### src/rtl/conditioner_pkg.sv
// conditioner_pkg: shared state encoding and parameter defaults for output_conditioner.
package conditioner_pkg;
    localparam int DEF_COUNTERWIDTH = 3;
    localparam int DEF_WAITTIME     = 3;
    typedef enum logic [1:0] {
        IDLE_LOW  = 2'd0,
        HOLD_HIGH = 2'd1,
        IDLE_HIGH = 2'd2,
        HOLD_LOW  = 2'd3
    } state_e;
endpackage

### src/rtl/output_conditioner_if.sv
// output_conditioner_if: request inputs and conditioned outputs of the conditioner.
interface output_conditioner_if;
    logic rise_req;
    logic fall_req;
    logic drive;
    logic busy;
    logic risedone;
    logic falldone;
    logic dropped;
    modport master (output rise_req, fall_req, input drive, busy, risedone, falldone, dropped);
    modport slave  (input rise_req, fall_req, output drive, busy, risedone, falldone, dropped);
endinterface

### src/rtl/dwell_counter.sv
// dwell_counter: hold counter that saturates at WAITTIME-1 and flags terminal count.
module dwell_counter #(
    parameter int COUNTERWIDTH = 3,
    parameter int WAITTIME     = 3
) (
    input  logic clk,
    input  logic rst_n,
    input  logic clr_i,
    input  logic en_i,
    output logic tc_o
);
    logic [COUNTERWIDTH-1:0] cnt_q;
    assign tc_o = cnt_q == COUNTERWIDTH'(WAITTIME - 1);
    always_ff @(posedge clk or negedge rst_n) begin
        if (!rst_n) cnt_q <= '0;
        else        cnt_q <= clr_i ? '0 : (en_i && !tc_o) ? cnt_q + 1'b1 : cnt_q;
    end
endmodule

### src/rtl/output_conditioner.sv
// output_conditioner: turns rise/fall request pulses into a glitch-free level with a
// minimum dwell between transitions, holding at most one pending request.
module output_conditioner
    import conditioner_pkg::*;
#(
    parameter int COUNTERWIDTH = DEF_COUNTERWIDTH,
    parameter int WAITTIME     = DEF_WAITTIME
) (
    input  logic                  clk,
    input  logic                  rst_n,
    output_conditioner_if.slave   bus
);
    state_e state_q, state_d;
    logic   pend_v_q, pend_v_d, pend_lvl_q, pend_lvl_d;
    logic   rdone_d, fdone_d, drop_d;
    logic   drive_q, busy_q, rdone_q, fdone_q, drop_q;
    logic   tc, hold, lvl, req_v, both, pv, pl;

    assign req_v = bus.rise_req ^ bus.fall_req;
    assign both  = bus.rise_req & bus.fall_req;
    assign hold  = state_q == HOLD_HIGH || state_q == HOLD_LOW;
    assign lvl   = state_q == HOLD_HIGH || state_q == IDLE_HIGH;
    // A request in the current cycle counts as pending, so it can act at this very edge.
    assign pv    = pend_v_q | req_v;
    assign pl    = req_v ? bus.rise_req : pend_lvl_q;

    always_comb begin
        state_d    = state_q;
        pend_v_d   = pend_v_q;
        pend_lvl_d = pend_lvl_q;
        rdone_d    = 1'b0;
        fdone_d    = 1'b0;
        drop_d     = both | (hold & req_v & pend_v_q);
        if (!hold) begin
            if (req_v && bus.rise_req != lvl) begin
                state_d = lvl ? HOLD_LOW : HOLD_HIGH;
                rdone_d = !lvl;
                fdone_d = lvl;
            end
        end else if (tc) begin
            pend_v_d = 1'b0;
            if (pv && pl != lvl) begin
                state_d = lvl ? HOLD_LOW : HOLD_HIGH;
                rdone_d = !lvl;
                fdone_d = lvl;
            end else begin
                state_d = lvl ? IDLE_HIGH : IDLE_LOW;
                drop_d  = drop_d | pv;
            end
        end else begin
            pend_v_d   = pv;
            pend_lvl_d = pl;
        end
    end

    dwell_counter #(.COUNTERWIDTH(COUNTERWIDTH), .WAITTIME(WAITTIME)) u_dwell (
        .clk   (clk),
        .rst_n (rst_n),
        .clr_i (rdone_d | fdone_d),
        .en_i  (hold),
        .tc_o  (tc)
    );

    always_ff @(posedge clk or negedge rst_n) begin
        if (!rst_n) begin
            state_q    <= IDLE_LOW;
            pend_v_q   <= 1'b0;
            pend_lvl_q <= 1'b0;
            drive_q    <= 1'b0;
            busy_q     <= 1'b0;
            rdone_q    <= 1'b0;
            fdone_q    <= 1'b0;
            drop_q     <= 1'b0;
        end else begin
            state_q    <= state_d;
            pend_v_q   <= pend_v_d;
            pend_lvl_q <= pend_lvl_d;
            drive_q    <= state_d == HOLD_HIGH || state_d == IDLE_HIGH;
            busy_q     <= state_d == HOLD_HIGH || state_d == HOLD_LOW;
            rdone_q    <= rdone_d;
            fdone_q    <= fdone_d;
            drop_q     <= drop_d;
        end
    end

    assign bus.drive    = drive_q;
    assign bus.busy     = busy_q;
    assign bus.risedone = rdone_q;
    assign bus.falldone = fdone_q;
    assign bus.dropped  = drop_q;
endmodule

### src/flat_wrapper.sv
// flat-port wrapper written by rule: the top's interface ports become plain ports
module output_conditioner_flat import conditioner_pkg::*;
#(
    parameter int COUNTERWIDTH = DEF_COUNTERWIDTH,
    parameter int WAITTIME     = DEF_WAITTIME
)
  (clk, rst_n, bus_rise_req, bus_fall_req, bus_drive, bus_busy, bus_risedone, bus_falldone, bus_dropped);
  output_conditioner_if bus_i ();
  input  logic clk;
  input  logic rst_n;
  input wire logic [$bits(bus_i.rise_req)-1:0] bus_rise_req;
  input wire logic [$bits(bus_i.fall_req)-1:0] bus_fall_req;
  output wire logic [$bits(bus_i.drive)-1:0] bus_drive;
  output wire logic [$bits(bus_i.busy)-1:0] bus_busy;
  output wire logic [$bits(bus_i.risedone)-1:0] bus_risedone;
  output wire logic [$bits(bus_i.falldone)-1:0] bus_falldone;
  output wire logic [$bits(bus_i.dropped)-1:0] bus_dropped;
  assign bus_i.rise_req = bus_rise_req;
  assign bus_i.fall_req = bus_fall_req;
  assign bus_drive = bus_i.drive;
  assign bus_busy = bus_i.busy;
  assign bus_risedone = bus_i.risedone;
  assign bus_falldone = bus_i.falldone;
  assign bus_dropped = bus_i.dropped;
  output_conditioner #(.COUNTERWIDTH(COUNTERWIDTH), .WAITTIME(WAITTIME)) u_core (.clk(clk), .rst_n(rst_n), .bus(bus_i));
endmodule
### config.mk
export PLATFORM = sky130hd
export DESIGN_NAME = output_conditioner_flat
export DESIGN_NICKNAME = d
export VERILOG_FILES = /design/src/rtl/conditioner_pkg.sv /design/src/rtl/output_conditioner_if.sv /design/src/rtl/dwell_counter.sv /design/src/rtl/output_conditioner.sv /design/src/flat_wrapper.sv
export SDC_FILE = /design/constraint.sdc
export NUM_CORES = 1
export LEC_CHECK = 0
export ABC_AREA = 1
export CORE_AREA = 2 2 39 41
export CTS_BUF_LIST = sky130_fd_sc_hd__clkbuf_8
export DETAILED_ROUTE_END_ITERATION = 6
export DIE_AREA = 0 0 41 43
export PLACE_DENSITY = 0.75
export SLEW_MARGIN = 20
export SYNTH_ARGS = -nofsm -noshare
export SYNTH_HDL_FRONTEND = slang
export SYNTH_HIERARCHICAL = 1
export SYNTH_SLANG_ARGS = --single-unit
### constraint.sdc
create_clock -name clk -period 1.8 [get_ports clk]
set_input_delay 0.36 -clock clk [delete_from_list [all_inputs] [get_ports clk]]
set_output_delay 0.36 -clock clk [all_outputs]
set_load 0.03 [all_outputs]
Yosys cells after proc, flatten, opt, wreduce, memory -nomap -nowiden
Cells that the tools add are included.
Storage, ports and cells
  output and inout port bits: 5
  bits of input ports: 4
  flip-flop bits (word level): 12
  word-level logic and storage cells: 60
Cells by class
  equality and inequality tests: 9
  multiplexer cells: 21
  add/subtract/negate cells: 1
  reduce and logical (&&, ||, !) cells: 11
  bitwise gates (word level): 9
Operators by type and width (number)
  2-to-1 mux 1 bit: 13
  2-to-1 mux 2 bit: 6
  == test 2 bit (second input constant): 4
  2-to-1 mux 3 bit: 2
  == test 2 x 1 -> 1 bit (second input constant): 2
  logical OR 1 bit: 4
  bitwise OR 1 bit: 4
  adder 3 x 1 -> 3 bit (second input constant): 1
  AND 1 bit: 3
  == test 3 x 2 -> 1 bit (second input constant): 1
  logical AND 1 bit: 3
  zero test 1 bit: 2
  inequality test 1 bit: 2
  AND reduction 2 bit: 1
  nonzero test 2 bit: 1
  inverter 1 bit: 1
  bitwise XOR 1 bit: 1

Logic depth before layout (Yosys ltp)
  depth after elaboration: 9
  depth in mapped cells: 13
  gate-level depth less buffers: 13

Cells and area by module
Netlist, hierarchy kept.
Modules (own cells, without submodules)
  output_conditioner: area an instance 486.7 µm², instances 1, seq. area each 200.2 µm², cells each 63
  dwell_counter: area an instance 198.9 µm², instances 1, seq. area each 75.1 µm², cells each 27

Worst setup path after synthesis
No wires, ideal clock.
  kind: reg2reg
  from: register u_core.state_q[0]
  to: register u_core.u_dwell.cnt_q[0]
  path slack: -0.002 ns
  required time: 1.735 ns
  library setup time: 0.065 ns
  cell stages (with the launch flop): 12
  data arrival time: 1.736 ns
  path through: dfrtp_1 -> inv_1 -> ha_1 -> inv_2 -> nand3_1 -> nand3_2 -> nand2_2 -> nand3_1 -> nand3_1 -> inv_1 -> nand4_1 -> nand2_1
On the way
  longest elaborated chain between the ends: 9
  elaborated cells on any way between the ends: 22
  those cells by class: 5 x eq/ne; 9 x mux; 1 x bitwise; 7 x reduce/logical
RTL lines
  start, declared: RTL line output_conditioner.sv:13  | state_e state_q, state_d;
  start signal, assigned: RTL line output_conditioner.sv:75  | state_q <= state_d;
  == test 2 x 1 -> 1 bit / == test 2 bit (equally long branches): RTL line output_conditioner.sv:21, output_conditioner.sv:22
  logical OR 1 bit: RTL line output_conditioner.sv:22  | assign lvl = state_q == HOLD_HIGH || state_q == IDLE_HIGH;
  inequality test 1 bit: RTL line output_conditioner.sv:42  | if (pv && pl != lvl) begin
  logical AND 1 bit: RTL line output_conditioner.sv:42
  2-to-1 mux 1 bit: RTL line output_conditioner.sv:42
  2-to-1 mux 1 bit: RTL line output_conditioner.sv:40  | end else if (tc) begin
  2-to-1 mux 1 bit: RTL line output_conditioner.sv:34  | if (!hold) begin
  bitwise OR 1 bit: RTL line output_conditioner.sv:59  | .clr_i (rdone_d | fdone_d),
  2-to-1 mux 3 bit / nonzero test 2 bit (equally long branches)
  end signal, assigned: RTL line dwell_counter.sv:16  | else cnt_q <= clr_i ? '0 : (en_i && !tc_o) ? cnt_q + 1'b1 : cnt_q;
  end, declared: RTL line dwell_counter.sv:12  | logic [COUNTERWIDTH-1:0] cnt_q;
Parallel ways exist; a longest one is shown, timed or not.
A chain may end at the register's enable or synchronous reset.

==> results.toml <==
[logic_synthesis]
synth_seq_area_share = 0.4015
synth_area_um2 = 685.7
yosys.cell_types.count = 15
syn_nets = 100
yosysWarnings = 6
synth-seq-cells = 11
avgSynthCellArea_um2 = 7.618
netlist_instances = 90

[placement]
gp_congestion = 0.8127
port_buffers = 8
placed_area_um2 = 832.0
detailedPlace.worstSlack_ns = -0.3136
dp_cells = 120
dpl.hpwl_um = 1002

[critical_path]
cp.arrival_ns = 1.32
cpPeakStageDelay_ns = 0.68
worstPathBufferInverterCount = 1
crit_fanout = 5
required_ns = 1.44
path_cells = "clkdlybuf4s50_1"
worst_setup_path_end_kind = "primary output"
critPathLaunchType = "flip-flop"
crit_type = "reg -> out"
crit_slowest_cell = "clkdlybuf4s50_1"
cp_top_family = "buffers and inverters"

[detailed_routing]
first_pass_iters = 4
drt_iter0_markers = 13
drc_errors = 0
wl_um = 1390
final_antenna_net_count = 0
vias = 637
viasPerCell = 5.096
routedWlPerCell_um = 11.12

[sta]
slew_headroom = 0.6680
finalCritPeriodShare = 0.9327
tightest_slew_ns = 0.4964
setup_viol = 0
finalHoldViolations = 0
period_needed_ns = 1.679
tns_ns = 0
max_freq_ghz = 0.5957
skew_ns = 0.002234
whs_ns = 0.4587
drv_slew = 0
layout_setup_ws_ns = 0.1212

[hold_path]
hp-class = "in -> async"

[floorplanning]
placementRows = 14
die_area_um2 = 1763
initial_core_util = 0.4955
die_w_um = 41
ioPinCount = 9
die_y_um = 43
core_um2 = 1384

[final_layout]
finalNonFillerCells = 125
nets = 120
drive_above_1_share = 0.3119
post-route-util = 0.6709
antenna_cells = 0
fin_area_um2 = 928.4
syn2layout_area_growth_pct = 35.40

[clocking]
cts_root_buffer = "clkbuf_8"
cts_tree = "done"
insertion_delay_ns = 0.24
cts_hold_buf = 0
cts_buffers = 3
numClockSinks = 11
clkSlewWorstSetupHoldPaths_ns = 0.05
cts_buffer_depth = 2
htree_num_levels = 1

[pwr]
total_leakage_power_nw = 0.5136
ir_worst_vdd_mv = 0.9094
power.density_nw_per_um2 = 1836
power_mw = 1.705

[flow_run]
maxCapViolations = 0

[global_routing]
gr-total-overflow = 0
antenna_found_initial = 0
grt_use_total = 0.2152
grt_pass1_vias = 619
grt_first_pass_wirelength_um = 2504
grt_max_degree = 12

[outcome]
status = "completed"
Yosys cell counts:
master	instances	area, um2
inv_2	5	18.77
nand3_2	2	20.02
a22oi_1	1	7.510
inv_1	14	52.55
ha_1	6	75.07
nand2_2	5	31.28
nor3_1	1	5.000
nor2_1	2	7.510
nand3_1	11	55.05
nand4_1	3	18.77
dfrtp_1	11	275.3
nand2_1	22	82.58
nor2_2	1	6.260
a21oi_1	3	15.01
o21ai_1	3	15.01
cells by family (layout without fill, tap and decap cells):
logic type,count (synthesis),count (layout),share of synthesized area
AOI/OAI and AO/OA,7,7,0.05474
adders and majority gates,6,6,0.1095
buffers and inverters,19,38,0.1040
DFF,11,11,0.4015
and+or+nand+nor,47,47,0.3303
power breakdown:
group / switching [mW] / internal, mW / total, mW
clock: 0.0905 / 0.150 / 0.240
combinational: 0.622 / 0.414 / 1.04
sequential: 0.0697 / 0.359 / 0.429
total: 0.782 / 0.922 / 1.70
sequential cells by signal (all words and copies together), names as in the netlist:
signal / cells
u_core/pend_v_q: 1
u_core/bus.dropped: 1
u_core/bus.falldone: 1
u_core/pend_lvl_q: 1
u_core/bus.risedone: 1
u_core/bus.drive: 1
u_core/u_dwell/cnt_q: 3
u_core/state_q: 2
cell usage in the layout (no fill, tap or decap), drive strengths merged:
master,instances
dlymetal6s2s,2
ha,6
dfrtp,11
nand2,27
nor3,1
a21oi,3
clkdlybuf4s50,6
nor2,3
nand4,3
nand3,13
a22oi,1
inv,20
buf,7
clkbuf,3
o21ai,3
routing by layer:
metal  vias up  part of all wire  wire [um]  track usage
li1        326                 -          -            -
met5         -                 0          0            0
met3         5             0.019         27      0.04712
met4         0             0.038         53       0.1800
met1       292              0.44        610       0.2467
met2        14              0.50        697       0.3188
final timing paths:
kind,start,endpoint,slack [ns],cells after the start
worst max register to register,u_core/u_dwell/cnt_q[0],u_core/u_dwell/cnt_q[2],0.12,13
worst min-delay path,rst_n,u_core/bus.dropped,0.46,1
max in group asynchronous,rst_n,u_core/state_q[0],0.98,1
worst max-delay path,u_core/state_q[0],bus_busy,0.12,1
min in group clk,u_core/pend_lvl_q,u_core/pend_lvl_q,0.52,2
worst min register to register,u_core/pend_lvl_q,u_core/pend_lvl_q,0.52,2
final cells by class:
cell class              count  area [um2]
flip-flops and latches     11       276.5
clock buffers               3       41.29
well taps                  16       20.02
clock inverters             1       3.754
multi-input cells          60       377.9
repair buffers             15       137.6
fillers                   112       455.4
inverters                  19       71.32
what timing repair did:
action	in CTS	in global routing
resized for setup	5	10
endpoints found under the hold margin	0	0
setup buffers	0	1
cloned	0	0
pin swaps	0	2
setup endpoints to repair	3	4
No activity file was read; power rests on OpenSTA's default activity.
